[config.mk]
export PLATFORM = sky130hd
export DESIGN_NAME = lsu_req_queue
export DESIGN_NICKNAME = d
export VERILOG_FILES = /design/src/rtl/lsu_req_queue.sv
export SDC_FILE = /design/constraint.sdc
export NUM_CORES = 1
export LEC_CHECK = 0
export ABC_AREA = 1
export CAP_MARGIN = 20
export CORE_UTILIZATION = 35
export CTS_BUF_LIST = sky130_fd_sc_hd__clkbuf_2 sky130_fd_sc_hd__clkbuf_4 sky130_fd_sc_hd__clkbuf_8
export CTS_CLUSTER_DIAMETER = 100
export CTS_CLUSTER_SIZE = 16
export DETAILED_ROUTE_END_ITERATION = 8
export GPL_ROUTABILITY_DRIVEN = 0
export PLACE_DENSITY_LB_ADDON = 0.3
export SYNTH_ARGS = -nofsm -noshare
export SYNTH_HDL_FRONTEND = slang
export SYNTH_HIERARCHICAL = 1
export SYNTH_SLANG_ARGS = --single-unit
[constraint.sdc]
create_clock -name clk -period 5.3 [get_ports clk]
set_input_delay 0.795 -clock clk [delete_from_list [all_inputs] [get_ports clk]]
set_output_delay 0.795 -clock clk [all_outputs]
set_load 0.1 [all_outputs]
[src/rtl/lsu_req_queue.sv]
// lsu_req_queue: in-order load/store request queue between the AGU and the
// data cache. Requests are buffered in a DEPTH-entry FIFO and issued with a
// valid/ready handshake. Issued loads leave a small metadata record that is
// used to align and extend the matching dcache read word. A flush empties the
// request FIFO and marks in-flight loads so that their responses are dropped.
//
// Optional feature: define LSU_BYPASS_EN to let a request arriving at an empty
// queue drive the dcache port combinationally in the same cycle.

// Protocol checker: a read response must always have an outstanding load.
module lsu_req_queue_chk (
  input logic clk,
  input logic rst_n,
  input logic dc_rvalid_i,
  input logic ld_empty_i
);
  // A response with no outstanding load is ignored by the queue but flagged here.
  a_rvalid_has_load : assert property (@(posedge clk) disable iff (!rst_n)
    !(dc_rvalid_i && ld_empty_i))
    else $error("lsu_req_queue: dc_rvalid with no outstanding load");
endmodule

module lsu_req_queue #(
  parameter int unsigned DEPTH    = 4,
  parameter int unsigned LD_DEPTH = 4
) (
  input  logic        clk,
  input  logic        reset,
  input  logic        flush,
  input  logic        req_valid,
  output logic        req_ready,
  input  logic        req_op,
  input  logic [31:0] req_addr,
  input  logic [3:0]  req_awstrb,
  input  logic [31:0] req_wdata,
  input  logic [1:0]  req_size,
  input  logic        req_unsigned,
  output logic        dc_valid,
  input  logic        dc_ready,
  output logic        dc_op,
  output logic [31:0] dc_addr,
  output logic [3:0]  dc_awstrb,
  output logic [31:0] dc_wdata,
  input  logic        dc_rvalid,
  input  logic [31:0] dc_rdata,
  output logic        ld_valid,
  output logic [31:0] ld_data
);
  localparam int unsigned AW  = $clog2(DEPTH);
  localparam int unsigned LAW = $clog2(LD_DEPTH);

  typedef struct packed {
    logic        op;
    logic [31:0] addr;
    logic [3:0]  awstrb;
    logic [31:0] wdata;
    logic [1:0]  size;
    logic        uns;
  } req_t;

  typedef struct packed {
    logic [1:0] off;
    logic [1:0] size;
    logic       uns;
    logic       drop;
  } meta_t;

  // Select the addressed lane of the read word and sign/zero extend it.
  function automatic logic [31:0] align_load(input logic [31:0] rdata,
                                             input logic [1:0]  off,
                                             input logic [1:0]  size,
                                             input logic        uns);
    logic [7:0]  b;
    logic [15:0] h;
    logic [31:0] r;
    case (off)
      2'd0:    b = rdata[7:0];
      2'd1:    b = rdata[15:8];
      2'd2:    b = rdata[23:16];
      2'd3:    b = rdata[31:24];
      default: b = rdata[7:0];
    endcase
    h = off[1] ? rdata[31:16] : rdata[15:0];
    case (size)
      2'b00:   r = {{24{b[7] & ~uns}}, b};
      2'b01:   r = {{16{h[15] & ~uns}}, h};
      default: r = rdata;
    endcase
    return r;
  endfunction

  req_t              mem_q [DEPTH];
  logic [AW:0]       wptr_q, wptr_d, rptr_q, rptr_d;
  meta_t             ld_mem_q [LD_DEPTH];
  logic [LAW:0]      ld_wptr_q, ld_wptr_d, ld_rptr_q, ld_rptr_d;
  logic              ld_valid_q, ld_valid_d;
  logic [31:0]       ld_data_q, ld_data_d;

  logic              empty_s, full_s, ld_empty_s, ld_full_s;
  logic              bypass_s, issue_ok_s, dc_hs_s, push_s, pop_s;
  logic              ld_push_s, ld_pop_s;
  logic [LAW:0]      ld_cnt_s;
  logic [LD_DEPTH-1:0] ld_live_s;
  req_t              req_in_s, head_s, sel_s;
  meta_t             resp_s;

  assign empty_s    = (wptr_q == rptr_q);
  assign full_s     = (wptr_q[AW] != rptr_q[AW]) && (wptr_q[AW-1:0] == rptr_q[AW-1:0]);
  assign ld_empty_s = (ld_wptr_q == ld_rptr_q);
  assign ld_full_s  = (ld_wptr_q[LAW] != ld_rptr_q[LAW]) &&
                      (ld_wptr_q[LAW-1:0] == ld_rptr_q[LAW-1:0]);
  assign ld_cnt_s   = ld_wptr_q - ld_rptr_q;

  assign req_in_s = '{op: req_op, addr: req_addr, awstrb: req_awstrb,
                      wdata: req_wdata, size: req_size, uns: req_unsigned};
  assign head_s   = mem_q[rptr_q[AW-1:0]];
  assign resp_s   = ld_mem_q[ld_rptr_q[LAW-1:0]];

`ifdef LSU_BYPASS_EN
  assign bypass_s = empty_s & ~flush & req_valid;
`else
  assign bypass_s = 1'b0;
`endif

  // Pick the entry presented to the dcache: the FIFO head, or the incoming request on bypass.
  always_comb begin
    sel_s = head_s;
    if (bypass_s) begin
      sel_s = req_in_s;
    end else begin
      sel_s = head_s;
    end
  end

  // A load may only issue while there is room to remember it; stores always may.
  assign issue_ok_s = ~(~sel_s.op & ld_full_s);
  assign dc_valid   = (bypass_s | ~empty_s) & issue_ok_s;
  assign dc_op      = sel_s.op;
  assign dc_addr    = sel_s.addr;
  assign dc_awstrb  = sel_s.awstrb;
  assign dc_wdata   = sel_s.wdata;
  assign dc_hs_s    = dc_valid & dc_ready;

  assign req_ready  = ~full_s;
  assign push_s     = req_valid & req_ready & ~flush & ~(bypass_s & dc_hs_s);
  assign pop_s      = dc_hs_s & ~bypass_s;
  assign ld_push_s  = dc_hs_s & ~sel_s.op;
  assign ld_pop_s   = dc_rvalid & ~ld_empty_s;

  // Mark which metadata slots currently hold an outstanding load.
  always_comb begin
    logic [LAW-1:0] off;
    off       = '0;
    ld_live_s = '0;
    for (int i = 0; i < int'(LD_DEPTH); i++) begin
      off          = LAW'(i) - ld_rptr_q[LAW-1:0];
      ld_live_s[i] = ({1'b0, off} < ld_cnt_s);
    end
  end

  // Next-state for pointers and the registered load result.
  always_comb begin
    wptr_d     = wptr_q;
    rptr_d     = rptr_q;
    ld_wptr_d  = ld_wptr_q;
    ld_rptr_d  = ld_rptr_q;
    ld_valid_d = 1'b0;
    ld_data_d  = ld_data_q;
    if (push_s) begin
      wptr_d = wptr_q + (AW+1)'(1);
    end else begin
      wptr_d = wptr_q;
    end
    if (flush) begin
      rptr_d = wptr_q;
    end else if (pop_s) begin
      rptr_d = rptr_q + (AW+1)'(1);
    end else begin
      rptr_d = rptr_q;
    end
    if (ld_push_s) begin
      ld_wptr_d = ld_wptr_q + (LAW+1)'(1);
    end else begin
      ld_wptr_d = ld_wptr_q;
    end
    if (ld_pop_s) begin
      ld_rptr_d  = ld_rptr_q + (LAW+1)'(1);
      ld_valid_d = ~resp_s.drop & ~flush;
    end else begin
      ld_rptr_d  = ld_rptr_q;
      ld_valid_d = 1'b0;
    end
    if (ld_valid_d) begin
      ld_data_d = align_load(dc_rdata, resp_s.off, resp_s.size, resp_s.uns);
    end else begin
      ld_data_d = ld_data_q;
    end
  end

  // Pointer and load-result registers.
  always_ff @(posedge clk or negedge reset) begin
    if (!reset) begin
      wptr_q     <= '0;
      rptr_q     <= '0;
      ld_wptr_q  <= '0;
      ld_rptr_q  <= '0;
      ld_valid_q <= 1'b0;
      ld_data_q  <= 32'h0000_0000;
    end else begin
      wptr_q     <= wptr_d;
      rptr_q     <= rptr_d;
      ld_wptr_q  <= ld_wptr_d;
      ld_rptr_q  <= ld_rptr_d;
      ld_valid_q <= ld_valid_d;
      ld_data_q  <= ld_data_d;
    end
  end

  // Request storage; cleared on reset so the idle dcache fields read as zero.
  always_ff @(posedge clk or negedge reset) begin
    if (!reset) begin
      for (int i = 0; i < int'(DEPTH); i++) mem_q[i] <= '0;
    end else if (push_s) begin
      mem_q[wptr_q[AW-1:0]] <= req_in_s;
    end
  end

  // Load metadata: flush marks live entries dropped; a load issued during flush is born dropped.
  always_ff @(posedge clk or negedge reset) begin
    if (!reset) begin
      for (int i = 0; i < int'(LD_DEPTH); i++) ld_mem_q[i] <= '0;
    end else begin
      for (int i = 0; i < int'(LD_DEPTH); i++) begin
        if (flush && ld_live_s[i]) ld_mem_q[i].drop <= 1'b1;
      end
      if (ld_push_s) begin
        ld_mem_q[ld_wptr_q[LAW-1:0]] <= {sel_s.addr[1:0], sel_s.size, sel_s.uns, flush};
      end
    end
  end

  assign ld_valid = ld_valid_q;
  assign ld_data  = ld_data_q;

  lsu_req_queue_chk u_chk (
    .clk        (clk),
    .rst_n      (reset),
    .dc_rvalid_i(dc_rvalid),
    .ld_empty_i (ld_empty_s)
  );
endmodule

Yosys cells after proc, flatten, opt, wreduce, memory -nomap -nowiden:

Index checks and enable logic that the tools add are counted.
W data, S select, Z words.

* input bits: 110
* logic and storage cells: 132
* output and inout port bits: 104
* bits in registers: 357

* eq/ne operators: 10
* bitwise operators: 22
* reductions and logical operators: 11
* magnitude comparators: 10
* muxes and demuxes: 24
* $add $sub $neg: 9

Operators by type and width (number)
* $bwmux W288: 1
* $mux W72: 3
* $bmux W72 S2: 1
* $demux W72 S2: 1
* $pmux W32 S2: 1
* $pmux W8 S4: 1
* $bwmux W24: 1
* $mux W19: 1
* $mux W6: 3
* $mux W16: 1
* $add A3 B1 Y3 const B: 4
* $bmux W6 S2: 1
* $demux W6 S2: 1
* $ge A3 B3 Y1 const B: 4
* $lt A2 B3 Y1: 4
* $not A2 Y3: 4
* $and A1 B1 Y1: 10
* $logic_and A1 B1 Y1: 8
* $mux W8: 1
* $not A1 Y1: 8
* $eq A3 B3 Y1: 2
* $lt A3 B1 Y1 const B: 2
* $mux W3: 2
* $mux W1: 5
* other kinds (9): 16

Longest topological paths before layout:

Gate-level depths: netlist of run 1.

* depth after elaboration: 11
* gate-level depth with buffers: 14
* mapped depth without buffers: 12

Least setup slack after synthesis of run 1:

Ideal clock, no wire load.

* path kind: reg-to-output
* start point: register ld_rptr_q[1]
* end point: output port dc_valid
* cell stages (with the launch flop): 7
* data arrival time: 1.665 ns
* data required time: 4.505 ns
* path buffers: 1
* slack: 2.840 ns
* path through: dfrtp_1 -> buf_6 -> inv_2 -> ha_1 -> nand4_1 -> nand2_1 -> inv_1

* longest elaborated chain between the ends: 5

Ends and longest elaborated chain
* start, declared: RTL line 95 `logic [LAW:0] ld_wptr_q, ld_wptr_d, ld_rptr_q, ld_rptr_d;`
* start signal, assigned: RTL line 213 `ld_rptr_q <= ld_rptr_d;`
* $eq A2 B2 Y1: RTL line 111 `(ld_wptr_q[LAW-1:0] == ld_rptr_q[LAW-1:0]);`
* $logic_and A1 B1 Y1: RTL line 110 `assign ld_full_s = (ld_wptr_q[LAW] != ld_rptr_q[LAW]) &&`
* $and A1 B1 Y1: RTL line 136 `assign issue_ok_s = ~(~sel_s.op & ld_full_s);`
* $not A1 Y1: RTL line 136
* $and A1 B1 Y1: RTL line 137 `assign dc_valid = (bypass_s | ~empty_s) & issue_ok_s;`
* end, declared: RTL line 38 `output logic dc_valid,`

No other way between the ends.

Worst setup path in the final report of run 1:

* start point: register rptr_q[0]
* end point: output port dc_addr[31]

* longest elaborated chain between the ends: 4

Ends and longest elaborated chain
* start, declared: RTL line 93 `logic [AW:0] wptr_q, wptr_d, rptr_q, rptr_d;`
* start signal, assigned: RTL line 211 `rptr_q <= rptr_d;`
* $not A2 Y3 (not written as such): RTL line 116 `assign head_s = mem_q[rptr_q[AW-1:0]];`
* $bmux W72 S2: RTL line 116
* $mux W72 (not written as such) (2 in a row): RTL line 116
* end, declared: RTL line 41 `output logic [31:0] dc_addr,`

No other way between the ends. The select of a mux whose other input is x is not followed.

==> results of run 1 <==
[cell type report]
cell class                 count  area share, %
antenna                        1         0.0129
clock buffer                  27           1.88
clock inverter                 3          0.245
inverter                     147           2.85
multi-input combinational   1371           33.0
sequential                   357           46.0
tap                          615           3.96
timing repair buffer         234           12.1
[logic make-up (layout without fill, tap and decap cells)]
group,count (synthesis),after routing
AOI/OAI and AO/OA,578,578
xor gates and xnor gates,11,11
adders and majority gates,20,20
buffers and inverters,343,411
DFF,357,357
other,0,1
and+or+nand+nor,762,762
[cells in the final DEF, fill, tap and decap left out, drive strengths merged, types with 20 or more instances in the layout]
cell type,Yosys,routed
nand2,487,487
o21ai,487,487
dfrtp,357,357
nor2,222,222
clkdlybuf4s50,0,198
inv,146,148
o22ai,71,71
buf,116,36
nand3,32,32
clkbuf,80,27
a21oi,20,20
[routing by layer]
metal | wire, um | part of all wire (%)
met1 | 21000 | 46
met5 | 27 | 0.059
met2 | 21100 | 46
met4 | 1080 | 2.4
met3 | 2200 | 4.8
[stage by stage]
step / cell area [um2] / setup slack, ns
2_1_floorplan: 17000 / 2.84
4_1_cts: 19400 / 0.614
3_5_place_dp: 19000 / 1.36
5_1_grt: 19400 / 0.547
3_3_place_gp: 19000 / 1.44
6_report: 19400 / 0.687
[registers in the layout (all words and copies together), names as in the netlist]
signal	cells
ld_rptr_q	3
mem_q	288
rptr_q	3
ld_wptr_q	3
ld_valid	1
ld_mem_q	24
wptr_q	3
ld_data	32
[synthesized netlist by cell type (10+ instances only)]
master and count:
nor2_1 220, o22ai_1 71, dfrtp_1 357, buf_4 70, o21ai_0 471, a21oi_1 20
clkbuf_1 80, inv_1 139, buf_2 37, nand3_2 10, ha_1 19, nand2_1 482
nand3_1 21, o21ai_1 15, or2_2 16
[worst max-delay path by stage]
stage                       from  cells past startpoint          end  slack [ns]
floorplan           ld_rptr_q[1]                      6     dc_valid        2.84
global placement       rptr_q[0]                      5  dc_addr[31]        1.44
detailed placement     rptr_q[0]                      5  dc_addr[31]        1.36
CTS                    rptr_q[0]                      5  dc_addr[31]        0.61
global route           rptr_q[0]                      5  dc_addr[31]        0.55
finish                 rptr_q[0]                      5  dc_addr[31]        0.69
==> results.cfg, run 1 <==
[sta]
hold_violations = 0
whs_ns = 0.159
setup_viol = 0
final.setup_skew_ns = 0.0247
relSlewSlack_pct = 30.6
finalCritPeriodShare_pct = 87.0
fmax_mhz = 217
rsz0062_at_grt = false
post-route-min-period_ns = 4.61
tns_ns = 0
worst_slew_pin_slew_ns = 1.04
final_max_slew_viol_count = 0

[synth]
synth_top_cell_area_share_pct = 52.7
synth.avg_cell_area_um2 = 8.19
syn_nets = 2201
yosys_warnings = 6
synth_top_family_by_area = simple AND/OR/NAND/NOR gates
synthAdderAreaFrac_pct = 1.52
async_reset_ff_share_pct = 100
syn_inst = 2071
synth-simple-area-share_pct = 18.0
ys_seq_area_share_pct = 52.7
synth_compound_area_share_pct = 17.6
synth_edf_count = 0
synth.area.mux_share_pct = 0
ys.flop_type = dfrtp_1
netlist_top_cells_area = dfrtp_1 53%, o21ai_0 14%, nand2_1 11%
synth_xor_area_share_pct = 0.568
yosys.area.top_type = dfrtp_1
ys_ff_latch = 357
synth.distinct_cells = 31
netlist_area_um2 = 17000

[critical_path]
crit_buf_inv = 3
path_max_fanout = 40
cp_slowest_stage_delay_ns = 1.21
cpMaxStageDelayCell = clkdlybuf4s50_1
path_cells = inv_4 > buf_4 > o21ai_0 > o22ai_1 > clkdlybuf4s50_1
r2r_slack_ns = 1.76
reg2reg_to = mem_q[209]
rr_startpoint = rptr_q[0]
crit_family = buffers and inverters
rr_worst_depth = 9
crit_arrival_ns = 3.82
cp.required_ns = 4.51
critPathLaunchType = flip-flop
worstSetupEndpointType = output port
critical_path_class = flip-flop to output port

[route]
drt_iter0_drc = 1190
routedWlPerCell_um = 16.5
viasPerCell = 5.01
first_pass_iters = 5
drc = 0
routed_wl_mm = 45.4
ant_nets = 0
vias = 13800

[final_layout]
final-seq-area_um2 = 8940
multiInputGateArea_um2 = 6410
drive_gt1_share_pct = 5.24
syn_to_final_growth_pct = 14.5
nNetsFinal = 2267
fill_cells = 4857
final_cells = 2755
fin_util_pct = 40.7

[die]
num_rows = 80
top_level_ports = 214
die_area_um2 = 49300
initial_core_util_pct = 35.5
coreArea_um2 = 47700
die_w_um = 222
die_y_um = 222

[place]
dp.cells = 2723
dp_hpwl_mm = 27.9
port_buffers = 213

[global_route]
grt.busiest_layer = met2
track_usage_pct = 18.4
grt_pass1_wl_mm = 74.0
grtUsageMet1_pct = 25.1
grtUsageMet2_pct = 30.4
grt_overflow_total = 0
grt_max_degree = 98
antenna_found_initial = 4
grt_pass1_vias = 13600
grt_use_met3_pct = 2.73

[clocking]
cts_buffers = 26
clock-sinks = 357
cts_tree = yes
clkTransAtPathRegs_ns = 0.11
insertion_delay_ns = 0.64
cts_setup_buffers = 0
htreeDepth = 1
ctsHoldBuffers = 0
ctsLongestPathBuffers = 3
cts.repair.resized = 0
ctsRootBufferMaster = clkbuf_8

[status]
status = completed

[job]
cap_violations = 0

[worst_hold_path]
hp-class = input port to async pin
Power of run 1 is not shown: default switching activity piles up to over one toggle a cycle in this logic, so the estimate is an artifact.
==> run 2: changes to the inputs <==
--- a/config.mk
+++ b/config.mk
@@ -18,3 +18,4 @@
 export SYNTH_HDL_FRONTEND = slang
 export SYNTH_HIERARCHICAL = 1
 export SYNTH_SLANG_ARGS = --single-unit
+export TNS_END_PERCENT = 10
==> results of run 2 <==
Same layout as run 1: the final DEF is identical, and so are final timing and power.
Power of run 2 is left out for the same reason.
==> run 3: changes to the inputs <==
--- a/config.mk
+++ b/config.mk
@@ -12,8 +12,9 @@
 export CTS_CLUSTER_DIAMETER = 100
 export CTS_CLUSTER_SIZE = 16
 export DETAILED_ROUTE_END_ITERATION = 8
+export DONT_BUFFER_PORTS = 1
 export GPL_ROUTABILITY_DRIVEN = 0
-export PLACE_DENSITY_LB_ADDON = 0.3
+export PLACE_DENSITY = 0.59
 export SYNTH_ARGS = -nofsm -noshare
 export SYNTH_HDL_FRONTEND = slang
 export SYNTH_HIERARCHICAL = 1
==> run 3 against run 2 <==
  * The run now ends with hold timing left
  * Sequential cell count unchanged
  * Sequential share of layout area increased by 3.5 points
  * Worst setup slack improved by 0.58 ns
  * Final cell count decreased by 6.1%
  * Worst hold slack got worse by 0.29 ns
  * Via count decreased by 4.6%
  * Largest cell class unchanged
  * Highest routed layer unchanged
==> results.cfg, run 3 (same netlist as run 1, synthesis figures left out) <==
[final_layout]
registers.top_by_ff_count = mem_q
syn_to_final_growth_pct = 6.34
layout_commonest_cell = nand2_1
largest_reg_flops = 288
layout_common_cells = 482 x nand2_1, 471 x o21ai_0, 355 x dfrtp_1
drive_gt1_share_pct = 10.6
nNetsFinal = 2097

[clocking]
cts.repair.resized = 0
cts_tree = yes
htreeDepth = 1
cts_setup_buffers = 0
insertion_delay_ns = 0.62
cts_buffers = 26
ctsRootBufferMaster = clkbuf_8
clkTransAtPathRegs_ns = 0.11
ctsLongestPathBuffers = 3
clock-sinks = 357

[route]
routed_wl_mm = 43.6
vias = 13200
detailroute.wirelength.met3_mm = 2.38
top_layer_used = met5
drc = 0
drt_iter0_drc = 782
viasPerCell = 5.09
first_pass_iters = 6
ant_nets = 0
wl_met1_mm = 19.9
route.met2.wl_mm = 20.5
routedWlPerCell_um = 16.9

[sta]
fmax_mhz = 248
post-route-min-period_ns = 4.03
rsz0062_at_grt = false
tns_ns = 0
hold_violations = 156
worst_slew_pin_slew_ns = 1.12
final.setup_skew_ns = 0.0317
worst_slack_ns = 1.27
finalCritPeriodShare_pct = 76.0
setup_viol = 0
relSlewSlack_pct = 25.5
whs_ns = -0.132
final_max_slew_viol_count = 0

[status]
violations = hold timing
status = finished, violations left

[critical_path]
critical_path_class = flip-flop to output port
cp.required_ns = 4.51
crit_arrival_ns = 3.23
path_max_fanout = 59
worstSetupEndpointType = output port
critPathLaunchType = flip-flop

[die]
coreArea_um2 = 47700
num_rows = 80
die_area_um2 = 49300
top_level_ports = 214
die_y_um = 222
initial_core_util_pct = 35.5
die_w_um = 222

[global_route]
track_usage_pct = 17.6
grt_max_degree = 358
grt_pass1_vias = 13000
grt_overflow_total = 0
antenna_found_initial = 2
grt_pass1_wl_mm = 70.6

[worst_hold_path]
hp-class = input port to async pin

[job]
cap_violations = 0

[place]
preCtsSetupSlack_ns = 1.96
port_buffers = 0
dp_hpwl_mm = 26.5
## run 3: area by class of cell
type                            instances  area (um2)
Fill cell                            4868       29700
Sequential cell                       357        8940
Multi-Input combinational cell       1371        6830
Tap cell                              615         769
Inverter                              147         554
Timing Repair Buffer                   64         538
Clock buffer                           29         387
Clock inverter                          2        13.8
Antenna cell                            2        5.00
## run 3: through the flow
step	util, %	area, um2	cells
after floorplan	-	17000	2071
after detailed placement	36.9	17600	2553
final	37.8	18000	2587
after CTS	37.7	18000	2584
after global placement	36.9	17600	2553
after global routing	37.8	18000	2586
## run 3: worst max-delay path, stage by stage, from the launching register on
cell and delay [ns]:
dfrtp_4 0.77, buf_4 0.60, o21ai_0 0.22, o22ai_2 0.92
## run 3: layer usage
layer	up-vias	track usage, %
met5	-	0
met4	2	4.57
met3	53	3.29
met2	338	29.3
met1	6383	23.5
li1	6402	-
## run 3: worst paths after layout
path	start	to	slack (ns)	cells after the start
hold reg to reg	mem_q[195]	mem_q[195]	0.49	2
setup / recovery	rptr_q[0]	dc_wdata[25]	1.27	3
max in group asynchronous	reset	mem_q[126]	4.81	0
setup reg to reg	rptr_q[0]	mem_q[184]	1.98	9
hold / removal	reset	mem_q[100]	-0.13	0
min in group clk	flush	ld_mem_q[0]	0.32	2
Power of run 3 is left out for the same reason.
